--- src/rtl/irst_isa_pkg.sv ---
// Shared ISA constants, randomizer modes and control-FSM states for the
// IRST-MIPS instruction randomizer.
package irst_isa_pkg;

   localparam logic [3:0] OPC_NOP  = 4'd0;
   localparam logic [3:0] OPC_ADD  = 4'd1;
   localparam logic [3:0] OPC_SUB  = 4'd2;
   localparam logic [3:0] OPC_AND  = 4'd3;
   localparam logic [3:0] OPC_OR   = 4'd4;
   localparam logic [3:0] OPC_XOR  = 4'd5;
   localparam logic [3:0] OPC_SLL  = 4'd6;
   localparam logic [3:0] OPC_SRL  = 4'd7;
   localparam logic [3:0] OPC_SLT  = 4'd8;
   localparam logic [3:0] OPC_ADDI = 4'd9;
   localparam logic [3:0] OPC_LD   = 4'd10;
   localparam logic [3:0] OPC_ST   = 4'd11;
   localparam logic [3:0] OPC_BZ   = 4'd12;

   localparam logic [15:0] MASK_RR  = 16'h0FF8;
   localparam logic [15:0] MASK_IMM = 16'h0FFF;
   localparam logic [15:0] MASK_BR  = 16'h01F8;

   // Feedback taps at bits 15, 13, 12, 10.
   localparam logic [15:0] LFSR_TAPS = 16'hB400;

   typedef enum logic [1:0] {
      MODE_BYPASS    = 2'd0,
      MODE_FIELD     = 2'd1,
      MODE_OPCODE    = 2'd2,
      MODE_FIELD_ALT = 2'd3
   } mode_e;

   typedef enum logic [1:0] {
      IDLE  = 2'd0,
      RUN   = 2'd1,
      DRAIN = 2'd2,
      DONE  = 2'd3
   } state_e;

   function automatic logic [15:0] opc_mask(input logic [3:0] opc);
      logic [15:0] m;
      m = '0;
      if (opc <= OPC_SLT)      m = MASK_RR;
      else if (opc <= OPC_ST)  m = MASK_IMM;
      else if (opc == OPC_BZ)  m = MASK_BR;
      return m;
   endfunction

endpackage

--- src/rtl/rand_lfsr16.sv ---
// Seedable 16-bit Fibonacci LFSR; a zero seed is replaced by the default
// so the register can never lock up at all-zeros.
module rand_lfsr16
   import irst_isa_pkg::*;
#(
   parameter int unsigned  DATA_W    = 16,
   parameter logic [15:0]  SEED_DFLT = 16'hACE1
) (
   input  logic              clk,
   input  logic              rst,
   input  logic              load,
   input  logic [DATA_W-1:0] seed,
   input  logic              advance,
   output logic [DATA_W-1:0] value
);

   always_ff @(posedge clk or posedge rst) begin
      if (rst) begin
         value <= SEED_DFLT;
      end else if (load) begin
         value <= (seed == '0) ? SEED_DFLT : seed;
      end else if (advance) begin
         value <= {value[DATA_W-2:0], ^(value & LFSR_TAPS)};
      end
   end

endmodule

--- src/rtl/rand_inst_stream.sv ---
// Streaming instruction randomizer: masks template operand fields (and
// optionally the opcode) with LFSR bits and guards a protected register.
module rand_inst_stream
   import irst_isa_pkg::*;
#(
   parameter int unsigned      DATA_W    = 16,
   parameter int unsigned      REG_W     = 3,
   parameter logic [REG_W-1:0] PROT_REG  = 3'b000,
   parameter logic [REG_W-1:0] SUBST_REG = 3'b001,
   parameter logic [15:0]      SEED_DFLT = 16'hACE1,
   parameter int unsigned      CNT_W     = 16
) (
   input  logic              clk,
   input  logic              rst,
   input  logic [1:0]        mode,
   input  logic              seed_load,
   input  logic [DATA_W-1:0] seed,
   input  logic              start,
   input  logic [CNT_W-1:0]  len,
   input  logic              in_valid,
   output logic              in_ready,
   input  logic [DATA_W-1:0] in_inst,
   output logic              out_valid,
   input  logic              out_ready,
   output logic [DATA_W-1:0] out_inst,
   output logic              busy,
   output logic              done,
   output logic [CNT_W-1:0]  beat_cnt
);

   state_e             state, state_nxt;
   logic [CNT_W-1:0]   len_q;
   logic [DATA_W-1:0]  lfsr;
   logic               accept;
   logic               out_free;

   function automatic logic [DATA_W-1:0] xform(
      input logic [DATA_W-1:0] inst,
      input logic [DATA_W-1:0] r,
      input logic [1:0]        m
   );
      logic [3:0]        o;
      logic [DATA_W-1:0] mask;
      logic [DATA_W-1:0] t;
      o = inst[DATA_W-1 -: 4];
      if (m == MODE_OPCODE) begin
         // Fold opcodes 13-15 back onto the legal 9-11 range.
         o = r[DATA_W-1 -: 4];
         if (o > OPC_BZ) o = o - 4'd4;
      end
      mask = opc_mask(o);
      t = ({o, inst[DATA_W-5:0]} & ~mask) | (r & mask);
      if (o != OPC_BZ && t[DATA_W-5 -: REG_W] == PROT_REG)
         t[DATA_W-5 -: REG_W] = SUBST_REG;
      if (m == MODE_BYPASS) t = inst;
      return t;
   endfunction

   assign out_free = !out_valid || out_ready;
   assign in_ready = (state == RUN) && out_free;
   assign accept   = in_valid && in_ready;
   assign busy     = (state != IDLE);
   assign done     = (state == DONE);

   rand_lfsr16 #(
      .DATA_W    (DATA_W),
      .SEED_DFLT (SEED_DFLT)
   ) u_lfsr (
      .clk     (clk),
      .rst     (rst),
      .load    (seed_load),
      .seed    (seed),
      .advance (accept),
      .value   (lfsr)
   );

   always_ff @(posedge clk or posedge rst) begin
      if (rst) state <= IDLE;
      else     state <= state_nxt;
   end

   always_comb begin
      state_nxt = state;
      case (state)
         IDLE:  if (start) state_nxt = (len == '0) ? DONE : RUN;
         RUN:   if (accept && (beat_cnt + CNT_W'(1)) == len_q) state_nxt = DRAIN;
         DRAIN: if (out_free) state_nxt = DONE;
         DONE:  state_nxt = IDLE;
         default: state_nxt = IDLE;
      endcase
   end

   always_ff @(posedge clk or posedge rst) begin
      if (rst) begin
         len_q    <= '0;
         beat_cnt <= '0;
      end else if (state == IDLE && start) begin
         len_q    <= len;
         beat_cnt <= '0;
      end else if (accept) begin
         beat_cnt <= beat_cnt + CNT_W'(1);
      end
   end

   always_ff @(posedge clk or posedge rst) begin
      if (rst) begin
         out_valid <= 1'b0;
         out_inst  <= '0;
      end else if (accept) begin
         out_valid <= 1'b1;
         out_inst  <= xform(in_inst, lfsr, mode);
      end else if (out_ready) begin
         out_valid <= 1'b0;
      end
   end

endmodule

--- config.mk ---
export PLATFORM = sky130hd
export DESIGN_NAME = rand_inst_stream
export DESIGN_NICKNAME = d
export VERILOG_FILES = /design/src/rtl/irst_isa_pkg.sv /design/src/rtl/rand_lfsr16.sv /design/src/rtl/rand_inst_stream.sv
export SDC_FILE = /design/constraint.sdc
export NUM_CORES = 1
export LEC_CHECK = 0
export BUFFER_PORTS_ARGS = -buffer_cell sky130_fd_sc_hd__buf_2
export CAP_MARGIN = 10
export CORE_MARGIN = 2
export CORE_UTILIZATION = 45
export DETAILED_ROUTE_END_ITERATION = 16
export GPL_TIMING_DRIVEN = 0
export PLACE_DENSITY = 0.77
export SLEW_MARGIN = 20
export SYNTH_ARGS = -nofsm -noshare
export SYNTH_HDL_FRONTEND = slang
export SYNTH_SLANG_ARGS = --single-unit
--- constraint.sdc ---
create_clock -name clk -period 2.2 [get_ports clk]
set_input_delay 0.44 -clock clk [delete_from_list [all_inputs] [get_ports clk]]
set_output_delay 0.44 -clock clk [all_outputs]
set_load 0.01 [all_outputs]
==> flow_summary.json, run 1 <==
{
  "cpMaxStageDelayCell": "dfstp_2",
  "maxSlewViolCount": 0,
  "tritoncts": "built",
  "crit_fanout": 6,
  "design_area_um2": 4820,
  "insertion_delay_ns": 0.34,
  "cts_root_buffer": "clkbuf_8",
  "synthArstFlopShare": 1.00,
  "final_common_cell": "nand2_1",
  "clockBufferDepth": 2,
  "antenna_found_initial": 0,
  "hpwl_mm": 7.83,
  "ant_nets": 0,
  "clkTransAtPathRegs_ns": 0.08,
  "fp.dieW_um": 96.9,
  "holdWs_ns": 0.00794,
  "fin_nets": 602,
  "path_cells": "inv_2 -> ha_4 -> nand2b_4 -> xor2_4 -> a2111oi_4 -> o21ai_4 -> mux2i_2 -> o21ai_1",
  "num_vias": 3570,
  "leakage_nw": 2.33,
  "htreeDepth": 3,
  "diodes": 0,
  "area_delta_synth_final_pct": 24.1,
  "layout_common_cells": "102 x nand2_1, 95 x buf_2, 57 x dfrtp_1, 36 x nor2_1, 22 x xnor2_1",
  "finalWorstSetupSlack_ns": 0.0595,
  "arrival_ns": 2.35,
  "wl_per_cell_um": 16.1,
  "p_sw_frac": 0.399,
  "drive_gt1_frac": 0.289,
  "syn_avg_cell_area_um2": 9.01,
  "power_mw": 4.88,
  "synth_seq_cells": 67,
  "grt_pass1_vias": 3574,
  "cts_buffers": 9,
  "placed_cells": 628,
  "status": "finished clean",
  "drt_iter0_markers": 193,
  "cp-end-kind": "flip-flop",
  "io_pins": 92,
  "clock-sinks": 67,
  "period_minus_slack_ns": 2.14,
  "start_util": 0.468,
  "path_class": "reg -> reg",
  "rows": 33,
  "fin_crit_sh": 0.973,
  "core_area_um2": 8300,
  "wl_mm": 10.5,
  "fp.dieH_um": 96.9,
  "grt_max_degree": 55,
  "pre_cts_ws_ns": -0.144,
  "crit_path_max_incr_delay_ns": 0.54,
  "relSlewSlack": 0.661,
  "gp_congestion": 0.874,
  "power_frac_seq": 0.399,
  "yosysWarnings": 0,
  "holdBufCountCts": 0,
  "peakVddDrop_uv": 404,
  "final_core_util": 0.581,
  "combPwrFrac": 0.413,
  "netlist_area_um2": 3880,
  "finalHoldViolations": 0,
  "worst_pin_slew_ns": 0.508,
  "overflow": 0,
  "fin_worst_skew_ns": 0.0171,
  "cp.required_ns": 2.41,
  "start_kind": "flip-flop",
  "grt_pass1_wl_mm": 17.6,
  "power_density_nw_per_um2": 1010,
  "p_int_mw": 2.93,
  "grtUsageTotal": 0.230,
  "placed_area_um2": 4500,
  "cp_top_family": "compound AO/OA/AOI/OAI gates",
  "hold_class": "in -> async",
  "fin_tns_setup_ns": 0,
  "dr.pass1.iters": 4,
  "setup_viol": 0,
  "syn_inst": 431,
  "synth_edf_count": 0,
  "crit_buf_inv": 1,
  "vias_per_cell": 5.51,
  "timing.fmax_ghz": 0.467,
  "instances_no_fill": 648,
  "synth_nets": 495,
  "ys_seq_area_frac": 0.434,
  "dieArea_um2": 9390,
  "drc": 0,
  "portBuffers": 91,
  "synth_cell_types": 55,
  "synth_flop_cell": "dfrtp_1",
  "maxCapViolCount": 0,
  "p_sw_mw": 1.95,
  "clkPwrFrac": 0.188
}
==> power by group through the flow <==
| stage | sequential [mW] | clock (mW) | combinational [mW] |
|---|---|---|---|
| floorplan | 1.95 | 0 | 1.26 |
| global placement | 1.96 | 0 | 1.82 |
| detailed placement | 1.98 | 0 | 1.88 |
| CTS | 1.94 | 0.924 | 1.98 |
| global route | 1.99 | 0.992 | 2.25 |
| finish | 1.95 | 0.915 | 2.02 |
==> routing by layer <==
metal  share of wire  GRT usage  vias to the layer above
li1                -          -                     1704
met1            0.45      0.315                     1718
met2            0.47      0.368                      116
met3           0.048     0.0354                       32
met4           0.029     0.0932                        0
met5               0          0                        -
==> worst paths after layout <==
kind	start	endpoint	depth (start not counted)	slack, ns
max in group asynchronous	rst	u_lfsr.value[7]	3	1.61
min in group clk	len[14]	len_q[14]	3	0.30
hold reg to reg	out_inst[0]	out_inst[0]	2	0.48
hold / removal	rst	len_q[15]	2	0.008
setup reg to reg	u_lfsr.value[13]	out_inst[3]	8	0.06
setup / recovery	u_lfsr.value[13]	out_inst[3]	8	0.06
==> repair_timing <==
| action | CTS | global route |
|---|---|---|
| pin swaps | 5 | 6 |
| setup buffers | 4 | 1 |
| endpoints found under the hold margin | 0 | 0 |
| setup endpoints to repair | 14 | 28 |
| resized for setup | 13 | 13 |
==> cells in the mapped netlist (all sizes together), types with 2 or more instances <==
| cell | instances | area, um^2 |
|---|---|---|
| and4 | 3 | 26.3 |
| o21ai | 24 | 131 |
| nor4 | 15 | 106 |
| mux2i | 20 | 200 |
| a21oi | 10 | 50.1 |
| inv | 12 | 45.0 |
| nand3 | 9 | 50.1 |
| nor3 | 8 | 45.0 |
| buf | 8 | 50.0 |
| a31oi | 2 | 12.5 |
| and2 | 3 | 18.8 |
| nand4 | 7 | 58.8 |
| nor2b | 3 | 18.8 |
| dfrtp | 59 | 1480 |
| a2bb2oi | 3 | 26.3 |
| clkbuf | 13 | 50.0 |
| xnor2 | 22 | 193 |
| nand2b | 3 | 18.8 |
| o22a | 8 | 70.1 |
| ha | 8 | 100 |
| and3 | 4 | 26.3 |
| a211oi | 2 | 20.0 |
| nand2 | 102 | 383 |
| xor2 | 20 | 175 |
| dfstp | 8 | 210 |
| nor2 | 37 | 141 |
| o31ai | 4 | 35.0 |
==> registers in the layout, indices dropped and copies added (netlist names) <==
name	count
beat_cnt	16
out_valid	1
len_q	16
u_lfsr.value	16
out_inst	16
state	2
==> area by class of cell <==
| type | instances | area [um^2] |
|---|---|---|
| fill | 753 | 3480 |
| multi-input combinational | 331 | 2160 |
| sequential | 67 | 1690 |
| timing repair buffer | 97 | 520 |
| clock buffer | 12 | 145 |
| tap | 105 | 131 |
| buffer | 20 | 100 |
| inverter | 12 | 47.5 |
| clock inverter | 4 | 26.3 |
==> cells by family (layout without fill, tap and decap cells) <==
family / after synthesis / count (layout) / share of synthesized area
compound gates: 62 / 62 / 0.114
xor+xnor: 42 / 42 / 0.0947
fa+ha+maj: 8 / 8 / 0.0258
buf+inv: 33 / 145 / 0.0374
flops: 67 / 67 / 0.434
mux: 20 / 20 / 0.0516
simple gates: 199 / 199 / 0.242
No activity file was read; power rests on OpenSTA's default activity.
==> run 2: changes to the inputs <==
Settings changed: CTS_BUF_LIST set to sky130_fd_sc_hd__clkbuf_4 sky130_fd_sc_hd__clkbuf_8.
==> flow_summary.json, run 2 (same netlist as run 1, synthesis figures left out) <==
{
  "status": "finished clean",
  "io_pins": 92,
  "antenna_found_initial": 0,
  "portBuffers": 91,
  "relSlewSlack": 0.585,
  "gp_congestion": 0.874,
  "worstRegToRegCells": 8,
  "ant_nets": 0,
  "finalHoldViolations": 0,
  "dieArea_um2": 9390,
  "area_delta_synth_final_pct": 24.2,
  "cp-end-kind": "flip-flop",
  "cpMaxStageDelayCell": "dfstp_2",
  "diodes": 0,
  "hold_class": "in -> async",
  "worst_pin_slew_ns": 0.618,
  "holdWs_ns": 0.00532,
  "fin_crit_sh": 0.972,
  "peakVddDrop_uv": 404,
  "drive_gt1_frac": 0.295,
  "power_density_nw_per_um2": 1020,
  "fin_tns_setup_ns": 0,
  "dr.pass1.iters": 6,
  "instances_no_fill": 648,
  "cp.required_ns": 2.42,
  "setup_viol": 0,
  "tritoncts": "built",
  "cp-startpoint": "u_lfsr.value[13]",
  "placed_cells": 628,
  "crit_path_max_incr_delay_ns": 0.54,
  "timing.fmax_ghz": 0.468,
  "leakage_nw": 2.33,
  "crit_fanout": 6,
  "combPwrFrac": 0.412,
  "wl_mm": 10.4,
  "holdBufCountCts": 0,
  "path_cells": "inv_2 -> ha_4 -> nand2b_4 -> xor2_4 -> a2111oi_4 -> o21ai_4 -> mux2i_2 -> o21ai_1",
  "fin_nets": 602,
  "p_sw_mw": 1.95,
  "clkTransAtPathRegs_ns": 0.08,
  "p_sw_frac": 0.397,
  "grt_pass1_vias": 3577,
  "htreeDepth": 3,
  "start_util": 0.468,
  "wl_per_cell_um": 16.1,
  "core_area_um2": 8300,
  "path_class": "reg -> reg",
  "fp.dieH_um": 96.9,
  "vias_per_cell": 5.52,
  "finalWorstSetupSlack_ns": 0.0619,
  "maxCapViolCount": 0,
  "pre_cts_ws_ns": -0.144,
  "overflow": 0,
  "clkPwrFrac": 0.191,
  "reg2reg_from": "u_lfsr.value[13]",
  "p_int_mw": 2.95,
  "fin_worst_skew_ns": 0.0146,
  "cts_root_buffer": "clkbuf_8",
  "power_mw": 4.90,
  "power_frac_seq": 0.397,
  "start_kind": "flip-flop",
  "grt_pass1_wl_mm": 17.5,
  "insertion_delay_ns": 0.35,
  "drt_iter0_markers": 202,
  "layout_common_cells": "102 x nand2_1, 95 x buf_2, 57 x dfrtp_1, 36 x nor2_1, 22 x xnor2_1",
  "fill_cells": 747,
  "hpwl_mm": 7.83,
  "final_common_cell": "nand2_1",
  "arrival_ns": 2.36,
  "fp.dieW_um": 96.9,
  "multi_input_area_um2": 2150,
  "maxSlewViolCount": 0,
  "num_vias": 3576,
  "grt_max_degree": 55,
  "clock-sinks": 67,
  "clockBufferDepth": 2,
  "grtUsageTotal": 0.229,
  "seq_area_um2": 1690,
  "drc": 0,
  "period_minus_slack_ns": 2.14,
  "reg2reg_slack_ns": 0.06,
  "cts_buffers": 9,
  "r2r-end": "out_inst[3]",
  "rows": 33
}
==> run 2: cell counts in the layout (fill, tap and decap cells not counted) <==
Identical to the previous run, type by type.
==> run 2: final cells by class <==
class | instances | area share
Buffer | 20 | 0.0208
Clock buffer | 12 | 0.0317
Clock inverter | 4 | 0.00545
Inverter | 12 | 0.00986
Multi-Input combinational cell | 331 | 0.447
Sequential cell | 67 | 0.350
Tap cell | 105 | 0.0272
Timing Repair Buffer | 97 | 0.108
==> run 2: worst max-delay path by stage <==
stage                             end  slack, ns  cells after the start
after global routing      out_inst[3]     -0.004                      8
final                     out_inst[3]       0.06                      8
after CTS                 out_inst[3]       0.01                      7
after detailed placement     state[0]      -0.14                      8
after global placement       state[1]      -0.72                      2
after floorplan           beat_cnt[0]       0.09                      1
==> run 2: metal layers <==
metal,vias to the layer above,share of wire,global-route usage
li1,1699,-,-
met1,1737,0.45,0.315
met2,114,0.47,0.364
met3,26,0.045,0.0311
met4,0,0.029,0.0997
met5,-,0,0
==> run 2: critical path: cells and delay by family (launching register included) <==
family / cells / cell delay (ns)
compound gates: 3 / 0.65
xor+xnor: 1 / 0.19
fa+ha+maj: 1 / 0.15
buf+inv: 1 / 0.06
flops: 1 / 0.54
mux: 1 / 0.24
simple gates: 1 / 0.17
==> run 2: repair_timing <==
action                                  in CTS  in global routing
setup buffers                                4                  1
endpoints found under the setup margin      13                 28
pin swaps                                    5                  5
endpoints found under the hold margin        0                  0
gates resized for setup                     13                 13
==> run 2: power groups by stage <==
stage               clock network (mW)  registers (mW)  logic (mW)
floorplan                            0            1.95        1.26
global placement                     0            1.96        1.82
detailed placement                   0            1.98        1.88
CTS                              0.951            1.94        1.98
global route                      1.02            1.99        2.25
finish                           0.938            1.95        2.02
==> run 2: through the flow <==
step | instance area (um^2) | util
global placement | 4470 | 0.539
CTS | 4780 | 0.576
global route | 4820 | 0.581
detailed placement | 4500 | 0.542
floorplan | 3880 | -
finish | 4820 | 0.581
